### src/rtl/uart_pkg.sv
// Shared types and defaults for the UART buffer blocks.
package uart_pkg;

    localparam int UART_TXBUF_DEPTH = 16;

    // Drain controller states: IDLE waits for a byte and a free transmitter,
    // SEND holds the current byte until the transmitter reports completion.
    typedef enum logic {
        IDLE = 1'b0,
        SEND = 1'b1
    } txbuf_state_e;

endpackage

### src/rtl/sync_fifo.sv
// Synchronous FIFO with occupancy count and sticky overflow flag.
// Read data is the head entry, visible combinationally; rd_en retires it.
// The reader must only assert rd_en while the FIFO is not empty.
// Full/empty are decoded from the count, so pointers simply wrap.
module sync_fifo #(
    parameter int WIDTH = 8,
    parameter int DEPTH = 16,
    parameter int PTR_W = $clog2(DEPTH)
) (
    input  logic             clk,
    input  logic             rst,
    input  logic             wr_en,
    input  logic [WIDTH-1:0] wr_data,
    input  logic             rd_en,
    output logic [WIDTH-1:0] rd_data,
    output logic             full,
    output logic             empty,
    output logic [PTR_W:0]   count,
    output logic             ovf,
    input  logic             ovf_clr
);

    localparam logic [PTR_W:0] FULL_CNT = (PTR_W + 1)'(DEPTH);

    logic [WIDTH-1:0] mem [DEPTH];
    logic [PTR_W-1:0] wp;
    logic [PTR_W-1:0] rp;
    logic             push;
    logic             drop;

    // A push into a full FIFO still fits when the head leaves in the same cycle.
    assign push    = wr_en && (!full || rd_en);
    assign drop    = wr_en && full && !rd_en;
    assign full    = (count == FULL_CNT);
    assign empty   = (count == '0);
    assign rd_data = mem[rp];

    // Storage array: written on accepted pushes only, no reset needed.
    always_ff @(posedge clk) begin
        if (push) begin
            mem[wp] <= wr_data;
        end
    end

    // Pointers, occupancy and the sticky overflow flag (a drop wins over a clear).
    always_ff @(posedge clk or negedge rst) begin
        if (!rst) begin
            wp    <= '0;
            rp    <= '0;
            count <= '0;
            ovf   <= 1'b0;
        end else begin
            if (push) begin
                wp <= wp + 1'b1;
            end
            if (rd_en) begin
                rp <= rp + 1'b1;
            end
            case ({push, rd_en})
                2'b10:   count <= count + 1'b1;
                2'b01:   count <= count - 1'b1;
                default: count <= count;
            endcase
            if (drop) begin
                ovf <= 1'b1;
            end else if (ovf_clr) begin
                ovf <= 1'b0;
            end
        end
    end

endmodule

### src/rtl/uart_tx_buf.sv
// Byte buffer in front of uart_tx: the bus side pushes freely, the drain FSM
// hands one byte at a time to the transmitter.
// Handshake with uart_tx: tx_start is a single-cycle request issued only when
// tx_busy is low; tx_data is held from tx_start until the tx_end pulse that
// closes that byte, and tx_end seen while IDLE is ignored.
module uart_tx_buf
    import uart_pkg::*;
#(
    parameter int DEPTH = UART_TXBUF_DEPTH,
    parameter int PTR_W = $clog2(DEPTH)
) (
    input  logic           clk,
    input  logic           rst,
    input  logic           wr_en,
    input  logic [7:0]     wr_data,
    output logic           full,
    output logic           empty,
    output logic [PTR_W:0] count,
    output logic           ovf,
    input  logic           ovf_clr,
    output logic           done_irq,
    output logic           tx_start,
    output logic [7:0]     tx_data,
    input  logic           tx_busy,
    input  logic           tx_end,
    output logic           fsm_state
);

    txbuf_state_e state;
    txbuf_state_e state_nxt;
    logic         pop;
    logic [7:0]   head;

    sync_fifo #(
        .WIDTH (8),
        .DEPTH (DEPTH),
        .PTR_W (PTR_W)
    ) u_fifo (
        .clk     (clk),
        .rst     (rst),
        .wr_en   (wr_en),
        .wr_data (wr_data),
        .rd_en   (pop),
        .rd_data (head),
        .full    (full),
        .empty   (empty),
        .count   (count),
        .ovf     (ovf),
        .ovf_clr (ovf_clr)
    );

    assign fsm_state = (state == SEND);

    // Next state and pop decision; uses the registered empty flag, so a byte
    // pushed into an empty buffer is only popped on the following cycle.
    always_comb begin
        state_nxt = state;
        pop       = 1'b0;
        case (state)
            IDLE: begin
                if (!empty && !tx_busy) begin
                    pop       = 1'b1;
                    state_nxt = SEND;
                end
            end
            SEND: begin
                if (tx_end) begin
                    state_nxt = IDLE;
                end
            end
            default: state_nxt = IDLE;
        endcase
    end

    // State register plus the registered transmitter-facing outputs.
    always_ff @(posedge clk or negedge rst) begin
        if (!rst) begin
            state    <= IDLE;
            tx_start <= 1'b0;
            tx_data  <= 8'h00;
            done_irq <= 1'b0;
        end else begin
            state    <= state_nxt;
            tx_start <= pop;
            if (pop) begin
                tx_data <= head;
            end
            done_irq <= (state == SEND) && tx_end && empty;
        end
    end

endmodule

### config.mk
export PLATFORM = sky130hd
export DESIGN_NAME = uart_tx_buf
export DESIGN_NICKNAME = d
export VERILOG_FILES = /design/src/rtl/uart_pkg.sv /design/src/rtl/sync_fifo.sv /design/src/rtl/uart_tx_buf.sv
export SDC_FILE = /design/constraint.sdc
export NUM_CORES = 1
export LEC_CHECK = 0
export CORE_AREA = 2 2 163 101
export CTS_BUF_LIST = sky130_fd_sc_hd__clkbuf_16
export DETAILED_ROUTE_END_ITERATION = 8
export DIE_AREA = 0 0 165 103
export GPL_ROUTABILITY_DRIVEN = 0
export SYNTH_ARGS = -nofsm -noshare
export SYNTH_HDL_FRONTEND = slang
export SYNTH_SLANG_ARGS = --single-unit
### constraint.sdc
create_clock -name clk -period 3.28 [get_ports clk]
set_input_delay 0.82 -clock clk [delete_from_list [all_inputs] [get_ports clk]]
set_output_delay 0.82 -clock clk [all_outputs]
set_load 0.1 [all_outputs]
---- Word level (Yosys, flattened, before mapping) ----
Memory sizes are Yosys's and may differ from the RTL's. A register that Yosys moved wholly into a read port is not among the register bits.
Index checks and enable logic that the tools add are counted.
storage, ports and cells
  output and inout bits ................... 19
  word-level logic and storage cells ...... 40
  bits in registers ....................... 17
  RAM bits ................................ 128
  input bits .............................. 14
  memories kept ........................... 1
cells by class
  add/sub/neg operators ................... 4
  reduce and logical (&&, ||, !) cells .... 15
  equal/unequal tests ..................... 3
  mux-type cells .......................... 9
  bitwise operators ....................... 1
memory list
  memory      depth  bits a word  read ports  clocked after Yosys merged registers in  wr ports  line             source
  u_fifo.mem  16     8            1           1                                        1         sync_fifo.sv:25  logic [WIDTH-1:0] mem [DEPTH];
operators with widths
  cell                                               count
  one-hot mux 5 bit (2 select lines)                 1
  adder 4 x 1 -> 4 bit (second input constant)       2
  2-to-1 mux 1 bit                                   7
  logical AND 1 bit                                  6
  adder 5 x 1 -> 5 bit (second input constant)       1
  == test 5 bit (second input constant)              1
  zero test 1 bit                                    5
  zero test 5 bit                                    1
  subtractor 5 x 1 -> 5 bit (second input constant)  1
  nonzero test 2 bit                                 2
  == test 2 x 1 -> 1 bit (second input constant)     1
  == test 2 bit (second input constant)              1
  one-hot mux 1 bit (2 select lines)                 1
  logical OR 1 bit                                   1
  inverter 1 bit                                     1

---- Longest topological paths before layout ----
Gate-level depths: netlist (run 1).
  depth in word-level cells ............... 9
  mapped depth ............................ 10
  gate-level depth less buffers ........... 8

---- Hierarchy ----
From an unflattened synthesis (run 1), not the netlist that was laid out.
second synthesis, totals
  cells, all modules ...................... 325
  area, all modules ....................... 6,153.4 µm²
by module, submodules not included
  module       cells each  times used  area an instance (µm²)  seq. area each (µm²)
  sync_fifo    302         1           5,751.8                 4,194.0
  uart_tx_buf  23          1           401.6                   275.3

---- Least setup slack after synthesis (run 1) ----
Ideal clock, no wire load.
  path type ............................... reg-to-output
  start ................................... register u_fifo.count[1]
  end ..................................... output empty
  data required time ...................... 2.460 ns
  arrival ................................. 2.863 ns
  stages on the path, launching flop included .. 5
  buffers on the path ..................... 2
  slack ................................... -0.403 ns
  path through ............................ dfrtp_1 clkbuf_1 or4_4 buf_6 nor2_1
between the ends
  longest elaborated chain between the ends .. 1
ends and longest elaborated chain
  element                   line               source
  start: declaration        sync_fifo.sv:18    output logic [PTR_W:0] count,
  start signal: assignment  sync_fifo.sv:60    2'b10: count <= count + 1'b1;
  start signal: assignment  sync_fifo.sv:61    2'b01: count <= count - 1'b1;
  start signal: assignment  sync_fifo.sv:62    default: count <= count;
  zero test 5 bit           sync_fifo.sv:35    assign empty = (count == '0);
  end: declaration          uart_tx_buf.sv:17  output logic empty,
Every way passes these cells.

---- Worst setup path after layout (run 1) ----
  start ................................... register u_fifo.count[2]
  end ..................................... output empty
The elaborated chain is that of the path after synthesis.

==> results of run 1 <==
cells in the mapped netlist (2+ instances only):
| cell type | n | area (sq um) |
|---|---|---|
| sky130_fd_sc_hd__nor2_1 | 7 | 26.3 |
| sky130_fd_sc_hd__nor3b_1 | 4 | 30.0 |
| sky130_fd_sc_hd__nor4_1 | 5 | 31.3 |
| sky130_fd_sc_hd__dfrtp_1 | 25 | 626 |
| sky130_fd_sc_hd__buf_1 | 2 | 7.51 |
| sky130_fd_sc_hd__buf_2 | 6 | 30.0 |
| sky130_fd_sc_hd__o221ai_1 | 9 | 78.8 |
| sky130_fd_sc_hd__mux4_2 | 32 | 721 |
| sky130_fd_sc_hd__xnor2_1 | 5 | 43.8 |
| sky130_fd_sc_hd__o21ai_0 | 4 | 20.0 |
| sky130_fd_sc_hd__inv_1 | 9 | 33.8 |
| sky130_fd_sc_hd__clkbuf_1 | 8 | 30.0 |
| sky130_fd_sc_hd__xor2_1 | 3 | 26.3 |
| sky130_fd_sc_hd__and2_1 | 8 | 50.1 |
| sky130_fd_sc_hd__or2_2 | 2 | 12.5 |
| sky130_fd_sc_hd__nand4_1 | 3 | 18.8 |
| sky130_fd_sc_hd__nand3_1 | 3 | 15.0 |
| sky130_fd_sc_hd__nand2_1 | 22 | 82.6 |
| sky130_fd_sc_hd__mux2i_1 | 19 | 190 |
| sky130_fd_sc_hd__ha_1 | 6 | 75.1 |
| sky130_fd_sc_hd__edfxtp_1 | 128 | 3840 |
cells in the final DEF (no fill, tap or decap), types with 4 or more instances in the layout:
| cell | netlist | layout |
|---|---|---|
| sky130_fd_sc_hd__buf_4 | 0 | 34 |
| sky130_fd_sc_hd__inv_6 | 0 | 7 |
| sky130_fd_sc_hd__o21ai_0 | 4 | 4 |
| sky130_fd_sc_hd__clkbuf_16 | 0 | 17 |
| sky130_fd_sc_hd__and2_1 | 8 | 8 |
| sky130_fd_sc_hd__nor3b_1 | 4 | 4 |
| sky130_fd_sc_hd__xnor2_1 | 5 | 5 |
| sky130_fd_sc_hd__inv_1 | 9 | 9 |
| sky130_fd_sc_hd__mux2i_1 | 19 | 19 |
| sky130_fd_sc_hd__clkdlybuf4s50_1 | 0 | 13 |
| sky130_fd_sc_hd__nor2_1 | 7 | 5 |
| sky130_fd_sc_hd__ha_1 | 6 | 6 |
| sky130_fd_sc_hd__nand2_1 | 22 | 22 |
| sky130_fd_sc_hd__edfxtp_1 | 128 | 128 |
| sky130_fd_sc_hd__dfrtp_1 | 25 | 24 |
| sky130_fd_sc_hd__o221ai_1 | 9 | 9 |
| sky130_fd_sc_hd__mux4_2 | 32 | 32 |
metal layers:
layer  global-route usage  share of wire  wire length, um  up-vias
li1                     -              -                -     1410
met1                0.271           0.50             6590     1696
met2                0.214           0.41             5390      111
met3               0.0442          0.074              965       18
met4               0.0569          0.013              174        0
met5                    0              0                0        -
cell type report:
cell class                      instances  area (sq um)
Fill cell                            1324          8380
Multi-Input combinational cell        147          1580
Sequential cell                       153          4470
Clock buffer                           17           425
Inverter                               10          37.5
Tap cell                              209           262
Clock inverter                         15           160
Timing Repair Buffer                   48           405
registers in the layout (all words and copies together), names as in the netlist:
| name | flops |
|---|---|
| done_irq | 1 |
| fsm_state | 1 |
| tx_data | 8 |
| tx_start | 1 |
| u_fifo.count | 5 |
| u_fifo.mem | 128 |
| u_fifo.ovf | 1 |
| u_fifo.rp | 4 |
| u_fifo.wp | 4 |
cells by family after synthesis:
family,after synthesis,synth area share
multiplexers,52,0.152
buffers and inverters,27,0.0189
XOR/XNOR,8,0.0114
adder cells (fa/ha/maj),6,0.0122
AO/OA/AOI/OAI,19,0.0244
flip-flops,153,0.728
AND/OR/NAND/NOR,62,0.0534
worst min-delay path, delay by kind of cell, from the launching register on:
family,cells,cell delay [ns]
flip-flops,1,0.35
AND/OR/NAND/NOR,1,0.05
AO/OA/AOI/OAI,1,0.06
through the flow:
step | utilization | cell area (sq um) | worst slack [ns] | std cells | power (mW)
after CTS | 0.467 | 7340 | 0.460 | 599 | 7.04
after global routing | 0.467 | 7340 | 0.328 | 599 | 7.29
after floorplan | - | 6150 | 0.0789 | 327 | 4.46
after detailed placement | 0.430 | 6760 | 0.127 | 567 | 5.11
final | 0.467 | 7340 | 0.455 | 599 | 6.98
after global placement | 0.430 | 6760 | 0.261 | 567 | 5.08
final timing paths:
| check | slack (ns) | to | from | cells past startpoint |
|---|---|---|---|---|
| worst max-delay path | 0.46 | empty | u_fifo.count[2]$_DFFE_PN0P_ | 3 |
| worst min-delay path | 0.50 | tx_data[0]$_DFFE_PN0N_ | tx_data[0]$_DFFE_PN0N_ | 2 |
| worst max register to register | 0.71 | u_fifo.mem[11][6]$_DFFE_PP_ | u_fifo.count[2]$_DFFE_PN0P_ | 4 |
| worst min register to register | 0.50 | tx_data[0]$_DFFE_PN0N_ | tx_data[0]$_DFFE_PN0N_ | 2 |
| max in group asynchronous | 1.77 | u_fifo.wp[0]$_DFFE_PN0P_ | rst | 2 |
| min in group asynchronous | 0.87 | u_fifo.ovf$_DFFE_PN0P_ | rst | 1 |
power groups by stage:
stage / logic (mW) / registers, mW / clock network, mW
finish: 2.34 / 2.72 / 1.92
global route: 2.47 / 2.76 / 2.06
CTS: 2.36 / 2.72 / 1.96
detailed placement: 2.36 / 2.76 / 0
global placement: 2.33 / 2.75 / 0
floorplan: 1.26 / 3.20 / 0
==> metrics.txt, run 1 <==
# TYPE chip_impl_metric gauge
chip_impl_metric{name="share_comb_of_total_power",unit=""} 0.335
chip_impl_metric{name="finalSetupTns",unit="ns"} 0
chip_impl_info{name="worst_path_dominant_cell_family",value="simple AND/OR/NAND/NOR gates"} 1
chip_impl_info{name="result_of_the_run",value="finished clean"} 1
chip_impl_metric{name="initial_core_util",unit=""} 0.391
chip_impl_metric{name="grt_antenna_before_repair",unit=""} 0
chip_impl_metric{name="grt_start_max_net_pins",unit=""} 34
chip_impl_metric{name="diodes",unit=""} 0
chip_impl_metric{name="quantity_of_hold_fixing_buffers_added_after_cts",unit=""} 0
chip_impl_metric{name="grt_pass1_vias",unit=""} 3121
chip_impl_metric{name="postRouteWirelength",unit="um"} 13100
chip_impl_metric{name="grt_usage",unit=""} 0.168
chip_impl_metric{name="finalClockSkew",unit="ns"} 0.00908
chip_impl_metric{name="cts.path.max_buffers",unit=""} 2
chip_impl_info{name="cts.root.buffer_cell",value="sky130_fd_sc_hd__clkbuf_16"} 1
chip_impl_metric{name="hold_violations",unit=""} 0
chip_impl_metric{name="yosysSeqAreaShare",unit=""} 0.728
chip_impl_metric{name="cts_inserted_buffers",unit=""} 17
chip_impl_metric{name="yosys.cell_types.count",unit=""} 38
chip_impl_metric{name="die-height",unit="um"} 103
chip_impl_metric{name="first_iter_violations",unit=""} 385
chip_impl_metric{name="cts_resized",unit=""} 0
chip_impl_metric{name="slew_headroom",unit=""} 0.361
chip_impl_metric{name="fin_worst_hold_slack",unit="ns"} 0.501
chip_impl_metric{name="synth_seq_cells",unit=""} 153
chip_impl_metric{name="grt_overflow",unit=""} 0
chip_impl_metric{name="postCtsSetupRepairBufs",unit=""} 0
chip_impl_metric{name="clkSlewWorstSetupHoldPaths",unit="ns"} 0.07
chip_impl_info{name="crit_path_end_kind",value="output pin"} 1
chip_impl_metric{name="synthToLayoutAreaGrowth",unit="%"} 19.5
chip_impl_info{name="synth_top_flop_cell",value="sky130_fd_sc_hd__edfxtp_1"} 1
chip_impl_metric{name="synth-async-reset-ratio",unit=""} 0.163
chip_impl_metric{name="post_synth.cell_area_avg",unit="sq um"} 18.8
chip_impl_metric{name="power-per-cell-area",unit="mW/mm^2"} 951
chip_impl_metric{name="leak_pwr",unit="nW"} 2.53
chip_impl_metric{name="maxClockFrequency",unit="MHz"} 354
chip_impl_metric{name="core_area",unit="sq mm"} 0.0157
chip_impl_metric{name="synth_enable_flop_cells",unit=""} 128
chip_impl_metric{name="clock-sinks",unit=""} 153
chip_impl_info{name="cts_tree",value="built"} 1
chip_impl_metric{name="insertion_delay",unit="ns"} 0.42
chip_impl_metric{name="syn-num-nets",unit=""} 347
chip_impl_metric{name="worst-endpoint-required",unit="ns"} 2.46
chip_impl_info{name="hp-class",value="flip-flop to flip-flop"} 1
chip_impl_metric{name="htreeDepth",unit=""} 4
chip_impl_metric{name="switchingPower",unit="mW"} 2.64
chip_impl_info{name="crit_slowest_cell",value="sky130_fd_sc_hd__or4_4"} 1
chip_impl_metric{name="detail_route.first_pass.iterations",unit=""} 5
chip_impl_metric{name="final-setup-viol-count",unit=""} 0
chip_impl_metric{name="dp_hpwl",unit="um"} 8870
chip_impl_metric{name="netSwitchingFraction",unit=""} 0.378
chip_impl_metric{name="num_rows",unit=""} 36
chip_impl_metric{name="max_cap_viol_count",unit=""} 0
chip_impl_metric{name="arr_time_crit_path",unit="ns"} 2.00
chip_impl_metric{name="share_seq_of_total_power",unit=""} 0.390
chip_impl_metric{name="timing.critical_path.buf_inv",unit=""} 1
chip_impl_metric{name="layout_min_cycle_time",unit="ns"} 2.82
chip_impl_metric{name="drv_slew",unit=""} 0
chip_impl_metric{name="postSynthCellCount",unit=""} 327
chip_impl_metric{name="fin_nets",unit=""} 397
chip_impl_metric{name="vdd_ir_drop_max",unit="uV"} 652
chip_impl_info{name="critical_path.startpoint_type",value="flip-flop"} 1
chip_impl_metric{name="boundaryPins",unit=""} 33
chip_impl_metric{name="timing.final.crit_share",unit=""} 0.861
chip_impl_metric{name="cp_max_stage_delay",unit="ns"} 0.64
chip_impl_metric{name="via_count",unit=""} 3235
chip_impl_metric{name="floorplan.die.width",unit="um"} 165
chip_impl_metric{name="fp.dieArea",unit="sq mm"} 0.0170
chip_impl_metric{name="synth.yosys.warnings",unit=""} 0
chip_impl_info{name="cp_cell_sequence",value="or4_4, nor2_2, buf_4"} 1
chip_impl_metric{name="post_synth_instance_area",unit="sq mm"} 0.00614
chip_impl_metric{name="numPortBuffers",unit=""} 32
chip_impl_metric{name="fraction_of_layout_cells_with_a_size_suffix_above_1",unit=""} 0.292
chip_impl_metric{name="drc_errors",unit=""} 0
chip_impl_metric{name="worst_max_slew_pin_slew",unit="ns"} 0.958
chip_impl_info{name="rsz_0062_raised_after_global_routing",value="no"} 1
chip_impl_metric{name="p_int",unit="mW"} 4.34
chip_impl_metric{name="drtAntennaViolNets",unit=""} 0
chip_impl_metric{name="dr_vias_cell",unit=""} 5.40
chip_impl_info{name="path_class",value="flip-flop to output pin"} 1
chip_impl_metric{name="routed_wire_length_per_instance",unit="um"} 21.9
chip_impl_metric{name="grt_first_pass_wirelength",unit="um"} 19800
chip_impl_metric{name="proportion_of_power_drawn_by_the_clock_network",unit=""} 0.275
chip_impl_metric{name="cp_max_fo",unit=""} 8
No activity file was read; power rests on OpenSTA's default activity.
==> inputs of run 2 (changes only) <==
--- a/config.mk
+++ b/config.mk
@@ -5,10 +5,10 @@
 export SDC_FILE = /design/constraint.sdc
 export NUM_CORES = 1
 export LEC_CHECK = 0
-export CORE_AREA = 2 2 163 101
+export CORE_AREA = 2 2 127 129
 export CTS_BUF_LIST = sky130_fd_sc_hd__clkbuf_16
 export DETAILED_ROUTE_END_ITERATION = 8
-export DIE_AREA = 0 0 165 103
+export DIE_AREA = 0 0 129 131
 export GPL_ROUTABILITY_DRIVEN = 0
 export SYNTH_ARGS = -nofsm -noshare
 export SYNTH_HDL_FRONTEND = slang
==> metrics.txt, run 2 (same netlist as run 1, synthesis figures left out) <==
# TYPE chip_impl_metric gauge
chip_impl_info{name="cp_cell_sequence",value="or4_4, nor2_2, buf_4"} 1
chip_impl_metric{name="cts.path.max_buffers",unit=""} 2
chip_impl_metric{name="initial_core_util",unit=""} 0.394
chip_impl_metric{name="drv_slew",unit=""} 0
chip_impl_metric{name="power-per-cell-area",unit="mW/mm^2"} 960
chip_impl_metric{name="post-place-cells",unit=""} 575
chip_impl_metric{name="worst-endpoint-required",unit="ns"} 2.46
chip_impl_metric{name="floorplan.die.width",unit="um"} 129
chip_impl_metric{name="insertion_delay",unit="ns"} 0.43
chip_impl_metric{name="diodes",unit=""} 0
chip_impl_metric{name="timing.critical_path.buf_inv",unit=""} 1
chip_impl_metric{name="post-route-worst-setup-slack",unit="ns"} 0.509
chip_impl_metric{name="core_area",unit="sq mm"} 0.0156
chip_impl_metric{name="fp.dieArea",unit="sq mm"} 0.0169
chip_impl_info{name="final_common_cell",value="sky130_fd_sc_hd__edfxtp_1"} 1
chip_impl_metric{name="grt_usage",unit=""} 0.153
chip_impl_info{name="cts_tree",value="built"} 1
chip_impl_metric{name="detail_route.first_pass.iterations",unit=""} 4
chip_impl_metric{name="postCtsSetupRepairBufs",unit=""} 0
chip_impl_info{name="final_cell_mix",value="sky130_fd_sc_hd__edfxtp_1, sky130_fd_sc_hd__buf_4, sky130_fd_sc_hd__mux4_2, sky130_fd_sc_hd__dfrtp_1, sky130_fd_sc_hd__nand2_1"} 1
chip_impl_metric{name="hold_violations",unit=""} 0
chip_impl_info{name="registers.top_by_ff_count",value="u_fifo.mem"} 1
chip_impl_metric{name="worst_max_slew_pin_slew",unit="ns"} 1.14
chip_impl_metric{name="grt_start_max_net_pins",unit=""} 34
chip_impl_info{name="worst_path_dominant_cell_family",value="simple AND/OR/NAND/NOR gates"} 1
chip_impl_metric{name="boundaryPins",unit=""} 33
chip_impl_info{name="rsz_0062_raised_after_global_routing",value="no"} 1
chip_impl_metric{name="clock-sinks",unit=""} 153
chip_impl_info{name="reg_top3",value="u_fifo.mem (128), tx_data (8), u_fifo.count (5)"} 1
chip_impl_info{name="regToRegEndpoint",value="u_fifo.count[4]$_DFFE_PN0P_"} 1
chip_impl_info{name="crit_slowest_cell",value="sky130_fd_sc_hd__or4_4"} 1
chip_impl_metric{name="cts_inserted_buffers",unit=""} 17
chip_impl_metric{name="cp_max_fo",unit=""} 8
chip_impl_metric{name="cts_resized",unit=""} 0
chip_impl_info{name="cp-startpoint",value="u_fifo.count[2]$_DFFE_PN0P_"} 1
chip_impl_metric{name="grt_first_pass_wirelength",unit="um"} 18400
chip_impl_metric{name="layout.cells.non_filler",unit=""} 605
chip_impl_metric{name="numPortBuffers",unit=""} 32
chip_impl_metric{name="die-height",unit="um"} 131
chip_impl_metric{name="grt_overflow",unit=""} 0
chip_impl_metric{name="timing.reg2reg.setup_slack",unit="ns"} 0.51
chip_impl_metric{name="finalClockSkew",unit="ns"} 0.00996
chip_impl_metric{name="routed_wire_length_per_instance",unit="um"} 19.4
chip_impl_metric{name="fraction_of_layout_cells_with_a_size_suffix_above_1",unit=""} 0.290
chip_impl_metric{name="num_rows",unit=""} 46
chip_impl_metric{name="slew_headroom",unit=""} 0.242
chip_impl_info{name="cts.root.buffer_cell",value="sky130_fd_sc_hd__clkbuf_16"} 1
chip_impl_info{name="path_class",value="flip-flop to output pin"} 1
chip_impl_metric{name="timing.reg2reg.worst_path_depth",unit=""} 7
chip_impl_metric{name="final-setup-viol-count",unit=""} 0
chip_impl_metric{name="maxClockFrequency",unit="MHz"} 361
chip_impl_metric{name="timing.final.crit_share",unit=""} 0.845
chip_impl_info{name="setup.worst_path.end",value="empty"} 1
chip_impl_metric{name="dp_hpwl",unit="um"} 7570
chip_impl_metric{name="htreeDepth",unit=""} 4
chip_impl_metric{name="finalSetupTns",unit="ns"} 0
chip_impl_info{name="result_of_the_run",value="finished clean"} 1
chip_impl_metric{name="cp_max_stage_delay",unit="ns"} 0.63
chip_impl_metric{name="drtAntennaViolNets",unit=""} 0
chip_impl_metric{name="postPlaceCellArea",unit="sq mm"} 0.00678
chip_impl_metric{name="max_cap_viol_count",unit=""} 0
chip_impl_metric{name="dr_vias_cell",unit=""} 5.07
chip_impl_metric{name="dpl_worst_slack",unit="ns"} 0.287
chip_impl_metric{name="layout_min_cycle_time",unit="ns"} 2.77
chip_impl_info{name="critical_path.reg2reg.startpoint",value="u_fifo.count[2]$_DFFE_PN0P_"} 1
chip_impl_metric{name="clkSlewWorstSetupHoldPaths",unit="ns"} 0.06
chip_impl_metric{name="quantity_of_hold_fixing_buffers_added_after_cts",unit=""} 0
chip_impl_metric{name="number_of_flip_flops_in_the_largest_register",unit=""} 128
chip_impl_metric{name="fin_nets",unit=""} 398
chip_impl_metric{name="critical_path_depth",unit=""} 3
chip_impl_info{name="critical_path.startpoint_type",value="flip-flop"} 1
chip_impl_info{name="hp-class",value="flip-flop to flip-flop"} 1
chip_impl_metric{name="first_iter_violations",unit=""} 210
chip_impl_info{name="crit_path_end_kind",value="output pin"} 1
chip_impl_metric{name="postRouteWirelength",unit="um"} 11800
chip_impl_metric{name="final_instance_area",unit="sq mm"} 0.00741
chip_impl_metric{name="synthToLayoutAreaGrowth",unit="%"} 20.6
chip_impl_metric{name="grt_pass1_vias",unit=""} 3147
chip_impl_metric{name="vdd_ir_drop_max",unit="uV"} 476
chip_impl_metric{name="via_count",unit=""} 3067
chip_impl_metric{name="arr_time_crit_path",unit="ns"} 1.95
chip_impl_metric{name="leak_pwr",unit="nW"} 2.57
chip_impl_metric{name="drc_errors",unit=""} 0
chip_impl_metric{name="grt_antenna_before_repair",unit=""} 0
==> run 2: layer usage <==
layer / track usage / up-vias / wire, um / part of all wire
met2: 0.237 / 48 / 5670 / 0.48
met3: 0.0371 / 18 / 340 / 0.029
met5: 0 / - / 0 / 0
met4: 0.0723 / 0 / 244 / 0.021
li1: - / 1408 / - / -
met1: 0.206 / 1593 / 5510 / 0.47
==> run 2: area by class of cell <==
| type | count | area, sq um |
|---|---|---|
| clock inverters | 13 | 203 |
| inverters | 10 | 37.5 |
| well taps | 216 | 270 |
| clock buffers | 17 | 425 |
| multi-input cells | 147 | 1590 |
| repair buffers | 49 | 413 |
| fillers | 1314 | 8190 |
| flip-flops and latches | 153 | 4470 |
==> run 2: report_power, final <==
group	switching, mW	internal (mW)	total (mW)
logic	1.46	0.865	2.33
registers	0.298	2.41	2.71
clock network	0.738	1.34	2.07
==> run 2: worst min-delay path by stage <==
stage	from	endpoint	slack [ns]	cells after the start
after floorplan	u_fifo.rp[0]$_DFFE_PN0N_	u_fifo.rp[0]$_DFFE_PN0N_	0.51	2
after global placement	tx_data[5]$_DFFE_PN0N_	tx_data[5]$_DFFE_PN0N_	0.48	2
after detailed placement	tx_data[5]$_DFFE_PN0N_	tx_data[5]$_DFFE_PN0N_	0.48	2
after CTS	tx_data[5]$_DFFE_PN0N_	tx_data[5]$_DFFE_PN0N_	0.50	2
after global routing	tx_data[5]$_DFFE_PN0N_	tx_data[5]$_DFFE_PN0N_	0.54	2
final	tx_data[5]$_DFFE_PN0N_	tx_data[5]$_DFFE_PN0N_	0.50	2
==> run 2: worst min-delay path: stages (launching register included) <==
cell and delay [ns]:
sky130_fd_sc_hd__dfrtp_1 0.35, sky130_fd_sc_hd__nand2_1 0.05, sky130_fd_sc_hd__o221ai_1 0.06
==> run 2: per-stage QoR <==
step | hold WS [ns] | total power, mW | util
2_1_floorplan | 0.506 | 4.46 | -
3_3_place_gp | 0.477 | 5.07 | 0.435
3_5_place_dp | 0.484 | 5.10 | 0.435
4_1_cts | 0.501 | 7.19 | 0.475
5_1_grt | 0.536 | 7.43 | 0.475
6_report | 0.500 | 7.11 | 0.475
==> inputs of run 3 (changes only) <==
==> constraint.sdc (replaced) <==
create_clock -name clk -period 2.9 [get_ports clk]
set_input_delay 0.725 -clock clk [delete_from_list [all_inputs] [get_ports clk]]
set_output_delay 0.725 -clock clk [all_outputs]
set_load 0.1 [all_outputs]
==> metrics.txt, run 3 (same netlist as run 1, synthesis figures left out) <==
# TYPE chip_impl_metric gauge
chip_impl_info{name="hp-class",value="flip-flop to flip-flop"} 1
chip_impl_metric{name="initial_core_util",unit=""} 0.394
chip_impl_metric{name="postCtsSetupRepairBufs",unit=""} 0
chip_impl_info{name="path_class",value="flip-flop to output pin"} 1
chip_impl_metric{name="finalSetupTns",unit="ns"} 0
chip_impl_metric{name="routed_wire_length_per_instance",unit="um"} 18.5
chip_impl_metric{name="grt_first_pass_wirelength",unit="um"} 17600
chip_impl_metric{name="dr_vias_cell",unit=""} 4.95
chip_impl_metric{name="die-height",unit="um"} 131
chip_impl_metric{name="vdd_ir_drop_max",unit="uV"} 416
chip_impl_metric{name="boundaryPins",unit=""} 33
chip_impl_metric{name="synthToLayoutAreaGrowth",unit="%"} 23.3
chip_impl_metric{name="layout.cells.non_filler",unit=""} 616
chip_impl_metric{name="drv_slew",unit=""} 0
chip_impl_metric{name="globalRouteMet2Util",unit=""} 0.239
chip_impl_metric{name="timing.reg2reg.setup_slack",unit="ns"} 0.47
chip_impl_metric{name="first_iter_violations",unit=""} 190
chip_impl_info{name="hold_path_end",value="tx_data[7]$_DFFE_PN0N_"} 1
chip_impl_metric{name="cp_max_fo",unit=""} 8
chip_impl_metric{name="worst_hold_path.num_cells",unit=""} 2
chip_impl_metric{name="grt_antenna_before_repair",unit=""} 0
chip_impl_metric{name="layout.core_utilization",unit=""} 0.485
chip_impl_info{name="rsz_0062_raised_after_global_routing",value="no"} 1
chip_impl_metric{name="worst-endpoint-required",unit="ns"} 2.17
chip_impl_info{name="final_common_cell",value="sky130_fd_sc_hd__edfxtp_1"} 1
chip_impl_metric{name="dp_hpwl",unit="um"} 7680
chip_impl_info{name="cts_tree",value="built"} 1
chip_impl_metric{name="timing.final.crit_share",unit=""} 0.881
chip_impl_metric{name="power-per-cell-area",unit="mW/mm^2"} 1050
chip_impl_metric{name="detail_route.first_pass.iterations",unit=""} 5
chip_impl_metric{name="maxClockFrequency",unit="MHz"} 391
chip_impl_metric{name="finalClockSkew",unit="ns"} 0.00850
chip_impl_metric{name="worst_max_slew_pin_slew",unit="ns"} 0.613
chip_impl_metric{name="timing.reg2reg.worst_path_depth",unit=""} 7
chip_impl_info{name="final_cell_mix",value="sky130_fd_sc_hd__edfxtp_1, sky130_fd_sc_hd__buf_4, sky130_fd_sc_hd__mux4_2, sky130_fd_sc_hd__nand2_1, sky130_fd_sc_hd__dfrtp_1"} 1
chip_impl_metric{name="grt_overflow",unit=""} 0
chip_impl_info{name="gr-max-usage-layer",value="met2"} 1
chip_impl_metric{name="slew_headroom",unit=""} 0.591
chip_impl_info{name="cts.root.buffer_cell",value="sky130_fd_sc_hd__clkbuf_16"} 1
chip_impl_metric{name="cts_inserted_buffers",unit=""} 17
chip_impl_info{name="critical_path.startpoint_type",value="flip-flop"} 1
chip_impl_metric{name="layout_min_cycle_time",unit="ns"} 2.56
chip_impl_info{name="critical_path.reg2reg.startpoint",value="u_fifo.count[2]$_DFFE_PN0P_"} 1
chip_impl_metric{name="final_instance_area",unit="sq mm"} 0.00757
chip_impl_metric{name="quantity_of_hold_fixing_buffers_added_after_cts",unit=""} 0
chip_impl_metric{name="fin_nets",unit=""} 407
chip_impl_metric{name="arr_time_crit_path",unit="ns"} 1.83
chip_impl_metric{name="grt_usage",unit=""} 0.146
chip_impl_metric{name="post-place-cells",unit=""} 584
chip_impl_metric{name="drtAntennaViolNets",unit=""} 0
chip_impl_metric{name="cts.path.max_buffers",unit=""} 2
chip_impl_metric{name="num-fill-cells",unit=""} 1310
chip_impl_metric{name="cts_resized",unit=""} 0
chip_impl_metric{name="clkSlewWorstSetupHoldPaths",unit="ns"} 0.06
chip_impl_metric{name="groute.layer.met3.usage",unit=""} 0.0342
chip_impl_metric{name="grt_start_max_net_pins",unit=""} 34
chip_impl_metric{name="insertion_delay",unit="ns"} 0.42
chip_impl_metric{name="floorplan.die.width",unit="um"} 129
chip_impl_info{name="result_of_the_run",value="finished clean"} 1
chip_impl_info{name="regToRegEndpoint",value="u_fifo.count[4]$_DFFE_PN0P_"} 1
chip_impl_info{name="crit_path_end_kind",value="output pin"} 1
chip_impl_info{name="hold_start",value="tx_data[7]$_DFFE_PN0N_"} 1
chip_impl_metric{name="grt.met1_usage",unit=""} 0.189
chip_impl_metric{name="clock-sinks",unit=""} 153
chip_impl_info{name="registers.top_by_ff_count",value="u_fifo.mem"} 1
chip_impl_metric{name="via_count",unit=""} 3047
chip_impl_metric{name="drc_errors",unit=""} 0
chip_impl_metric{name="fraction_of_layout_cells_with_a_size_suffix_above_1",unit=""} 0.308
chip_impl_metric{name="fp.dieArea",unit="sq mm"} 0.0169
chip_impl_metric{name="num_rows",unit=""} 46
chip_impl_metric{name="final-setup-viol-count",unit=""} 0
chip_impl_metric{name="post-route-worst-setup-slack",unit="ns"} 0.344
chip_impl_metric{name="grt_pass1_vias",unit=""} 3151
chip_impl_metric{name="dpl_worst_slack",unit="ns"} 0.0743
chip_impl_metric{name="leak_pwr",unit="nW"} 2.62
chip_impl_metric{name="max_cap_viol_count",unit=""} 0
chip_impl_metric{name="htreeDepth",unit=""} 4
chip_impl_metric{name="number_of_flip_flops_in_the_largest_register",unit=""} 128
chip_impl_metric{name="diodes",unit=""} 0
chip_impl_metric{name="numPortBuffers",unit=""} 32
chip_impl_metric{name="hold_violations",unit=""} 0
chip_impl_metric{name="core_area",unit="sq mm"} 0.0156
chip_impl_metric{name="postPlaceCellArea",unit="sq mm"} 0.00699
chip_impl_info{name="reg_top3",value="u_fifo.mem (128), tx_data (8), u_fifo.count (5)"} 1
chip_impl_metric{name="postRouteWirelength",unit="um"} 11400
run 3: changes by cell type in the layout (fill, tap and decap cells not counted), moves of 2 or more:
cell                         delta
sky130_fd_sc_hd__bufinv_16      -2
sky130_fd_sc_hd__clkinv_1       +2
sky130_fd_sc_hd__buf_12        +10
sky130_fd_sc_hd__dfrtp_1        -4
sky130_fd_sc_hd__dfrtp_2        +4
sky130_fd_sc_hd__nor2_2         -2
sky130_fd_sc_hd__inv_1          +3
sky130_fd_sc_hd__nor2_4         +2
sky130_fd_sc_hd__clkinvlp_4     +2
sky130_fd_sc_hd__clkinv_2       -3
run 3: critical path, stage by stage, from the launching register on:
cell and delay, ns:
sky130_fd_sc_hd__dfrtp_2 0.45, sky130_fd_sc_hd__or4_4 0.63, sky130_fd_sc_hd__nor2_4 0.15, sky130_fd_sc_hd__buf_12 0.18
run 3: final cells by class:
cell class / instances / area (sq um) / share of cell area
inverter: 10 / 37.5 / 0.00496
tap: 216 / 270 / 0.0357
sequential: 153 / 4480 / 0.591
clock inverter: 15 / 161 / 0.0213
timing repair buffer: 58 / 606 / 0.0800
clock buffer: 17 / 425 / 0.0562
multi-input combinational: 147 / 1600 / 0.211
run 3: worst max-delay path by stage:
stage / slack, ns / from / to
finish: 0.34 / u_fifo.count[2]$_DFFE_PN0P_ / empty
global route: 0.29 / u_fifo.count[2]$_DFFE_PN0P_ / empty
CTS: 0.32 / u_fifo.count[2]$_DFFE_PN0P_ / empty
detailed placement: 0.07 / tx_busy / u_fifo.count[4]$_DFFE_PN0P_
global placement: 0.09 / tx_busy / u_fifo.count[4]$_DFFE_PN0P_
floorplan: 0.11 / u_fifo.count[1]$_DFFE_PN0P_ / u_fifo.count[4]$_DFFE_PN0P_
run 3: report_power, final:
group | leakage (nW) | internal [mW] | switching, mW
Sequential | 1.46 | 2.73 | 0.308
Combinational | 0.869 | 1.05 | 1.69
Clock | 0.290 | 1.34 | 0.817
Total | 2.62 | 5.12 | 2.82
run 3: metal layers:
| metal | routed length, um | share of wire |
|---|---|---|
| met5 | 0 | 0 |
| met4 | 119 | 0.010 |
| met3 | 344 | 0.030 |
| met2 | 5790 | 0.51 |
| met1 | 5120 | 0.45 |
run 3: metrics by stage:
step | hold slack [ns] | total power [mW]
floorplan | 0.429 | 5.06
global placement | 0.482 | 5.83
detailed placement | 0.490 | 5.87
CTS | 0.503 | 8.02
global route | 0.536 | 8.31
finish | 0.500 | 7.94
